===== config.mk =====
export PLATFORM = sky130hd
export DESIGN_NAME = regfile_burst_reader
export DESIGN_NICKNAME = d
export VERILOG_FILES = /design/src/rtl/regfile_burst_reader.sv
export SDC_FILE = /design/constraint.sdc
export NUM_CORES = 1
export LEC_CHECK = 0
export CORE_MARGIN = 2
export CORE_UTILIZATION = 40
export CTS_CLUSTER_DIAMETER = 150
export CTS_CLUSTER_SIZE = 10
export DETAILED_ROUTE_END_ITERATION = 10
export GPL_ROUTABILITY_DRIVEN = 0
export GPL_TIMING_DRIVEN = 0
export PLACE_DENSITY = 0.74
export SLEW_MARGIN = 15
export SYNTH_ARGS = -nofsm -noshare
export SYNTH_HDL_FRONTEND = slang
export SYNTH_SLANG_ARGS = --single-unit

===== constraint.sdc =====
create_clock -name Clock -period 1.5 [get_ports Clock]
set_input_delay 0.3 -clock Clock [delete_from_list [all_inputs] [get_ports Clock]]
set_output_delay 0.3 -clock Clock [all_outputs]
set_load 0.01 [all_outputs]

===== src/rtl/regfile_burst_reader.sv =====
// regfile_burst_reader
// Read-side sequencer for a small register file. On Start it walks a
// contiguous, wrapping range of register addresses through the file's
// synchronous read port. Each word is offered on a valid/ready stream.
// Out_last marks the final word, and Done pulses once the burst has drained.
//
// Ports
//   Clock       rising-edge system clock
//   Clear       asynchronous active-low reset
//   Start       burst request, only looked at while idle
//   First_addr  first register address of the burst (sampled with Start)
//   Count       number of registers to read (sampled with Start, clamped
//               to the file depth)
//   Rd_en       register file read enable
//   Rd_addr     register file read address
//   Rd_data     register file read data, valid the cycle after Rd_en
//   Out_data    streamed word
//   Out_valid   Out_data holds a word for the consumer
//   Out_ready   consumer accepts the word
//   Out_last    current word is the last of the burst
//   Busy        sequencer is not idle
//   Done        single-cycle pulse when the burst completes
module regfile_burst_reader #(
    parameter int N      = 4,
    parameter int ADDR_W = 3
) (
    input  logic              Clock,
    input  logic              Clear,
    input  logic              Start,
    input  logic [ADDR_W-1:0] First_addr,
    input  logic [ADDR_W:0]   Count,
    output logic              Rd_en,
    output logic [ADDR_W-1:0] Rd_addr,
    input  logic [N-1:0]      Rd_data,
    output logic [N-1:0]      Out_data,
    output logic              Out_valid,
    input  logic              Out_ready,
    output logic              Out_last,
    output logic              Busy,
    output logic              Done
);

    typedef enum logic [2:0] {
        IDLE,
        ISSUE,
        CAPTURE,
        SEND,
        FINISH
    } state_t;

    // The file holds 2^ADDR_W words. Count has one extra bit, so the
    // depth itself is representable and larger requests clamp to it.
    localparam logic [ADDR_W:0]   DEPTH    = {1'b1, {ADDR_W{1'b0}}};
    localparam logic [ADDR_W:0]   REM_ONE  = {{ADDR_W{1'b0}}, 1'b1};
    localparam logic [ADDR_W-1:0] ADDR_ONE = {{(ADDR_W-1){1'b0}}, 1'b1};

    state_t              state_q, state_d;
    logic [ADDR_W-1:0]   addr_q, addr_d;
    logic [ADDR_W:0]     rem_q, rem_d;
    logic [N-1:0]        data_q, data_d;

    // Next-state logic. The sequence for each word is a single ISSUE
    // cycle, then one CAPTURE cycle while the file answers, then SEND
    // until the consumer takes the word. The address register is
    // ADDR_W bits wide, so the increment wraps naturally at the top of
    // the file.
    always_comb begin
        state_d = state_q;
        addr_d  = addr_q;
        rem_d   = rem_q;
        data_d  = data_q;
        case (state_q)
            IDLE: begin
                if (Start) begin
                    if (Count == '0) begin
                        state_d = FINISH;
                    end else begin
                        addr_d  = First_addr;
                        rem_d   = (Count > DEPTH) ? DEPTH : Count;
                        state_d = ISSUE;
                    end
                end
            end
            ISSUE: begin
                state_d = CAPTURE;
            end
            CAPTURE: begin
                data_d  = Rd_data;
                state_d = SEND;
            end
            SEND: begin
                if (Out_ready) begin
                    if (rem_q == REM_ONE) begin
                        state_d = FINISH;
                    end else begin
                        addr_d  = addr_q + ADDR_ONE;
                        rem_d   = rem_q - REM_ONE;
                        state_d = ISSUE;
                    end
                end
            end
            FINISH: begin
                state_d = IDLE;
            end
            default: begin
                state_d = IDLE;
            end
        endcase
    end

    // State and datapath registers. Reset abandons any burst in flight.
    always_ff @(posedge Clock or negedge Clear) begin
        if (!Clear) begin
            state_q <= IDLE;
            addr_q  <= '0;
            rem_q   <= '0;
            data_q  <= '0;
        end else begin
            state_q <= state_d;
            addr_q  <= addr_d;
            rem_q   <= rem_d;
            data_q  <= data_d;
        end
    end

    // Every output is decoded from registered state only. Because of that,
    // an asynchronous reset clears the outputs at once, and no input
    // reaches an output through combinational logic.
    assign Rd_en     = (state_q == ISSUE);
    assign Rd_addr   = addr_q;
    assign Out_data  = data_q;
    assign Out_valid = (state_q == SEND);
    assign Out_last  = (state_q == SEND) && (rem_q == REM_ONE);
    assign Busy      = (state_q != IDLE);
    assign Done      = (state_q == FINISH);

endmodule


## After elaboration in Yosys (flattened, before gate mapping)

Index checks and enable logic that the tools add are counted.

| storage, ports and cells | value |
|---|---|
| register bits after elaboration | 14 |
| output and inout port bits | 12 |

| operators by class | value |
|---|---|
| $add $sub $neg | 2 |
| $lt $le $gt $ge | 1 |
| eq/ne operators | 9 |
| mux-type cells | 16 |
| reductions and logical operators | 7 |

Operators with widths:

| operator | count |
|---|---|
| 3-bit 2-to-1 mux | 8 |
| 4-bit 2-to-1 mux | 5 |
| 3-bit case mux with 4 select lines | 1 |
| 4-bit case mux with 2 select lines | 1 |
| 3-bit by 2-bit equality test with 1-bit output, second input constant | 2 |
| 2-bit inequality test, second input constant | 3 |
| 3-bit case mux with 2 select lines | 1 |
| 5-bit AND reduction | 1 |
| 4-bit by 1-bit equality test with 1-bit output, second input constant | 1 |
| 4-bit > comparator, second input constant | 1 |
| 4-bit zero test | 1 |
| 4-bit by 1-bit subtractor with 4-bit output, second input constant | 1 |
| 3-bit by 1-bit adder with 3-bit output, second input constant | 1 |
| 3-bit by 1-bit equality test with 1-bit output, second input constant | 1 |
| 3-bit equality test, second input constant | 1 |
| 3-bit zero test | 1 |
| 3-bit nonzero test | 1 |
| 2-bit by 1-bit inequality test with 1-bit output, second input constant | 1 |
| 2-bit AND reduction | 1 |
| 2-bit nonzero test | 1 |
| 1-bit logical AND | 1 |

## Logic depth before layout (Yosys ltp)

Gate-level depths: netlist of the first run.

| logic depth | value |
|---|---|
| depth in word-level cells | 5 |
| gate-level depth with buffers | 6 |

## Least setup slack after synthesis of the first run

OpenSTA, ideal clock, no wires.

| timing | value |
|---|---|
| path type | register to register |
| start point | register rem_q[1] |
| end point | register addr_q[2], in the netlist Rd_addr[2] |
| arrival time | 1.521 ns |
| data required time | 1.399 ns |
| setup slack | -0.122 ns |
| stages on the path, launching flop included | 7 |
| clock period less this slack | 1.622 ns |
| cell sequence | dfrtp_1 inv_1 ha_1 or3b_4 and3_4 and3_4 nor4_1 |

| on the way | value |
|---|---|
| cells in the longest elaborated chain, start to end | 3 |

Ends and longest elaborated chain:

| item | RTL line | text |
|---|---|---|
| start: declaration | 59 | `logic [ADDR_W:0] rem_q, rem_d;` |
| start signal: assignment | 121 | `rem_q <= rem_d;` |
| 4-bit by 1-bit equality test with 1-bit output | 93 | `if (rem_q == REM_ONE) begin` |
| 2-bit inequality test (no source line) | n/a |  |
| 5-bit AND reduction (no source line) | n/a |  |
| end signal: assignment | 120 | `addr_q <= addr_d;` |
| end: declaration | 58 | `logic [ADDR_W-1:0] addr_q, addr_d;` |

No other way between the ends.
A chain may end at the register's enable or synchronous reset.

## Worst setup path after layout of the first run

| timing | value |
|---|---|
| start point | register rem_q[1] |
| end point | output port Out_last |

| on the way | value |
|---|---|
| cells in the longest elaborated chain, start to end | 2 |

Ends and longest elaborated chain:

| item | RTL line | text |
|---|---|---|
| 4-bit by 1-bit equality test with 1-bit output | 133 | `assign Out_last = (state_q == SEND) && (rem_q == REM_ONE);` |
| 1-bit logical AND | 133 |  |
| end: declaration | 38 | `output logic Out_last,` |

No other way between the ends.

==> results_dict.tcl, run 1 <==
set metrics [dict create \
    routed_via_density 5.61 \
    violations "setup timing" \
    wire_per_inst_um 17.2 \
    drtPass1Iterations 4 \
    worst_pin_slew_ns 0.660 \
    dieArea_um2 2390 \
    fin_tns_setup_ns -2.12 \
    slowest_stage "dfrtp_1" \
    hp-class "input port to async pin" \
    clock-sinks 14 \
    power_mw 2.59 \
    insertion_delay_ns 0.29 \
    cp_num_buf_inv 2 \
    vdd_ir_drop_max_v 0.00110 \
    avgSynthCellArea_um2 9.96 \
    post-dp-hpwl_mm 1.43 \
    synth_flop_cell "dfrtp_1" \
    drc 0 \
    skew_ns 0.00223 \
    async_flop_share 1.00 \
    grt_overflow 0 \
    port_buffers 26 \
    finalMaxSlewViolations 0 \
    status "complete, but fails checks" \
    crit_type "register to primary output" \
    rrSetupSlack_ns -0.34 \
    grt_pass1_vias 833 \
    p_leak_nw 0.608 \
    max-cap-violations 0 \
    num-nets-final 144 \
    diodes 0 \
    num_rows 16 \
    ys_seq_area_frac 0.434 \
    final_common_cell "clkdlybuf4s50_1" \
    core_area_um2 1920 \
    routed_wl_mm 2.60 \
    cp_cell_sequence "inv_2, ha_4, or3b_4, nor3_4, buf_2" \
    period_share 1.27 \
    start_util 0.420 \
    cp_top_family "simple AND/OR/NAND/NOR gates" \
    syn-cell-area_um2 807 \
    drt_iter0_drc 23 \
    synth_edf_count 0 \
    grt_pass1_wl_mm 3.73 \
    arrival_ns 1.60 \
    postSynthCellCount 81 \
    layout_setup_ws_ns -0.403 \
    track_usage 0.204 \
    finalSetupViolCount 12 \
    yosys_warnings 0 \
    drive_above_1_share 0.468 \
    rsz0062_at_grt "true" \
    area_growth_pct 73.8 \
    ios 27 \
    hold_viol 0 \
    antenna_found_initial 0 \
    period_needed_ns 1.90 \
    grt_max_degree 15 \
    fmax_mhz 526 \
    mostFrequentLayoutCells "16 x clkdlybuf4s50_1, 13 x dfrtp_1, 9 x buf_4, 8 x buf_6, 6 x mux2_2" \
    postCtsHoldBufs 0 \
    p_per_area_nw_per_um2 1840 \
    ys_ff_latch 14 \
    vias 847 \
    n_fill_cell 133 \
    cts_buffer_depth 2 \
    end_kind "primary output" \
    ant_nets 0 \
    synthDistinctLibCells 29 \
    cts_buffers 3 \
    fp.dieH_um 48.9 \
    die_w_um 48.9 \
    cts_tree "yes" \
    cp.required_ns 1.20 \
    slew_headroom 0.559 \
    max_stage_delay_ns 0.40 \
    htreeDepth 1 \
    root_buffer "clkbuf_4" \
    start_kind "register" \
    crit_fanout 2 \
    syn_nets 99 \
    path_clk_slew_ns 0.08 \
]
==> sequential cells by signal, summed over array words and instances, names as in the netlist <==
name and count:
Out_data 4, rem_q 4, Rd_addr 3, state_q 3
==> per-layer routing <==
| layer | track usage | vias up | wire length, µm |
|---|---|---|---|
| met2 | 0.349 | 31 | 1310 |
| met4 | 0.119 | 0 | 57 |
| li1 | - | 390 | - |
| met5 | 0 | - | 0 |
| met1 | 0.237 | 422 | 1090 |
| met3 | 0.0399 | 4 | 134 |
==> report_power, final <==
group          internal, mW  switching (mW)  leakage (nW)  total (mW)
sequential            0.560           0.141         0.161       0.702
clock                0.0935           0.125        0.0138       0.219
combinational         0.902           0.765         0.433        1.67
total                  1.56            1.03         0.608        2.59
==> cell type report <==
cell class | count | area, µm² | area share
Buffer | 4 | 48.8 | 0.0348
Clock buffer | 3 | 22.5 | 0.0161
Inverter | 6 | 22.5 | 0.0161
Multi-Input combinational cell | 57 | 557 | 0.397
Sequential cell | 14 | 352 | 0.251
Tap cell | 27 | 33.8 | 0.0241
Timing Repair Buffer | 40 | 367 | 0.261
==> worst paths after layout <==
| check | cells past startpoint | from | end |
|---|---|---|---|
| worst max register to register | 7 | rem_q[1] | Rd_addr[2] |
| max in group asynchronous | 1 | Clear | rem_q[0] |
| min in group Clock | 1 | Out_data[1] | Out_data[1] |
| worst max-delay path | 5 | rem_q[1] | Out_last |
| worst min register to register | 1 | Out_data[1] | Out_data[1] |
| worst min-delay path | 1 | Clear | state_q[0] |
==> repair_timing <==
action | CTS | global route
pin swaps | 7 | 8
buffers inserted | 9 | 4
cloned | 1 | 0
resized for setup | 49 | 19
endpoints found under the setup margin | 19 | 17
hold endpoints to repair | 0 | 0
==> stage by stage <==
step	worst slack (ns)	std cells	cell area [µm²]	util	hold WS [ns]
floorplan	-0.0867	81	815	-	0.00441
global placement	-0.506	134	1110	0.577	0.492
detailed placement	-0.543	134	1110	0.577	0.495
CTS	-0.371	147	1290	0.674	0.425
global route	-0.457	151	1400	0.730	0.461
finish	-0.403	151	1400	0.730	0.408
==> kinds of logic after synthesis <==
group | synth area share
fa+ha+maj | 0.0465
simple gates | 0.236
compound gates | 0.122
flops | 0.434
buf+inv | 0.0512
mux | 0.110
==> synthesized netlist by cell type (all sizes together) (2+ instances only) <==
cell type,n,area share
a211oi,3,0.028
a21oi,3,0.019
a31oi,2,0.016
and3,3,0.037
buf,3,0.019
dfrtp,14,0.43
ha,3,0.047
inv,6,0.028
mux2,7,0.098
nand2,3,0.017
nand3,2,0.012
nor2,6,0.028
nor3,5,0.031
nor3b,2,0.019
nor4,5,0.039
o21ai,3,0.019
Power figures use the tool's default switching activity.
==> inputs of run 2 (changes only) <==
clock period = 1.6 ns   (was 1.5 ns; I/O delays follow)
==> run 2 against run 1 <==
  * The flow still finishes with violations (setup timing)
  * Critical path depth did not move
  * Core utilization decreased by 0.85 points
  * Die area is the same
  * Largest cell class unchanged
==> results_dict.tcl, run 2 (same netlist as run 1, synthesis figures left out) <==
set metrics [dict create \
    status "complete, but fails checks" \
    violations "setup timing" \
    htreeDepth 1 \
    rr_worst_depth 8 \
    core_area_um2 1920 \
    fin_tns_setup_ns -1.98 \
    track_usage 0.216 \
    vias 841 \
    fin_cells 152 \
    start_util 0.420 \
    drive_above_1_share 0.440 \
    end_kind "primary output" \
    final_common_cell "clkdlybuf4s50_1" \
    port_buffers 26 \
    worst_pin_slew_ns 0.673 \
    num_rows 16 \
    r2r-end "rem_q[3]" \
    place_inst 134 \
    drc 0 \
    routed_via_density 5.53 \
    fmax_mhz 520 \
    crit_type "register to primary output" \
    drt_iter0_drc 15 \
    cp_top_family "simple AND/OR/NAND/NOR gates" \
    max_stage_delay_ns 0.42 \
    insertion_delay_ns 0.29 \
    post-dp-hpwl_mm 1.39 \
    start_kind "register" \
    dieArea_um2 2390 \
    slowest_stage "dfrtp_1" \
    cp_num_cells 5 \
    hp-class "input port to async pin" \
    arrival_ns 1.60 \
    path_clk_slew_ns 0.10 \
    period_share 1.20 \
    wire_per_inst_um 16.1 \
    mostFrequentLayoutCells "20 x clkdlybuf4s50_1, 14 x dfrtp_1, 12 x buf_4, 6 x buf_6, 6 x mux2_2" \
    cts_buffer_depth 2 \
    fin_util 0.721 \
    design_area_um2 1390 \
    startpoint "rem_q[1]" \
    cp-endpoint "Out_last" \
    max-cap-violations 0 \
    skew_ns 0.0108 \
    cts_tree "yes" \
    antenna_found_initial 0 \
    ios 27 \
    grt_pass1_wl_mm 3.94 \
    layout_setup_ws_ns -0.324 \
    rsz0062_at_grt "true" \
    placed_area_um2 1100 \
    grt_max_degree 15 \
    fp.dieH_um 48.9 \
    cp.required_ns 1.28 \
    p_per_area_nw_per_um2 1780 \
    crit_fanout 2 \
    finalSetupViolCount 9 \
    area_growth_pct 71.8 \
    routed_wl_mm 2.45 \
    vdd_ir_drop_max_v 0.00103 \
    cp_cell_sequence "inv_2, ha_4, or3b_4, nor3_4, buf_2" \
    grt_pass1_vias 844 \
    p_leak_nw 0.579 \
    slew_headroom 0.550 \
    hold_viol 0 \
    power_mw 2.47 \
    diodes 0 \
    cp_num_buf_inv 2 \
    hold_ws_ns 0.425 \
    multi_input_area_um2 539 \
    n_fill_cell 156 \
    clock-sinks 14 \
    postCtsHoldBufs 0 \
    root_buffer "clkbuf_4" \
    period_needed_ns 1.92 \
    cts_buffers 3 \
    finalMaxSlewViolations 0 \
    worstReg2RegStart "rem_q[1]" \
    place_ws_ns -0.531 \
    die_w_um 48.9 \
    grt_overflow 0 \
    ant_nets 0 \
    rrSetupSlack_ns -0.29 \
    drtPass1Iterations 4 \
    ff_latch_area_um2 350 \
    num-nets-final 144 \
]
run 2: cell count changes in the layout (fill, tap and decap cells not counted), sizes merged:
cell / delta
dlymetal6s2s: -2
clkdlybuf4s50: +4
clkbuf: +1
dlygate4sd2: -2
run 2: worst min-delay path by stage:
stage,startpoint,depth (start not counted),endpoint,slack [ns]
finish,Clear,1,Rd_addr[2],0.42
CTS,Clear,1,state_q[2],0.46
floorplan,Clear,0,Out_data[0],0.02
global route,Clear,1,rem_q[2],0.46
global placement,Out_data[1],1,Out_data[1],0.49
detailed placement,Out_data[1],1,Out_data[1],0.50
run 2: layout make-up:
class                           instances  area share
Multi-Input combinational cell         57       0.389
Sequential cell                        14       0.253
Buffer                                  4      0.0343
Inverter                                6      0.0162
Tap cell                               27      0.0244
Clock buffer                            4      0.0262
Timing Repair Buffer                   40       0.257
run 2: worst register-to-register path, stage by stage (launching register included):
cell	delay, ns
dfrtp_1	0.42
inv_2	0.09
ha_4	0.11
or3b_4	0.40
buf_4	0.15
buf_6	0.12
and3_4	0.17
nor4_4	0.27
a211oi_2	0.05
run 2: timing repair:
action	in CTS	in global routing
buffers inserted	12	3
pin swaps	4	4
resized for setup	46	13
setup endpoints to repair	14	16
run 2: layer usage:
metal,vias up,track usage,routed length [µm]
met5,-,0,0
met3,4,0.0276,75
li1,393,-,-
met1,425,0.265,1050
met2,19,0.370,1270
met4,0,0.114,51
run 2: power breakdown:
part,internal (mW),switching (mW)
logic,0.845,0.696
clock network,0.139,0.130
registers,0.522,0.140
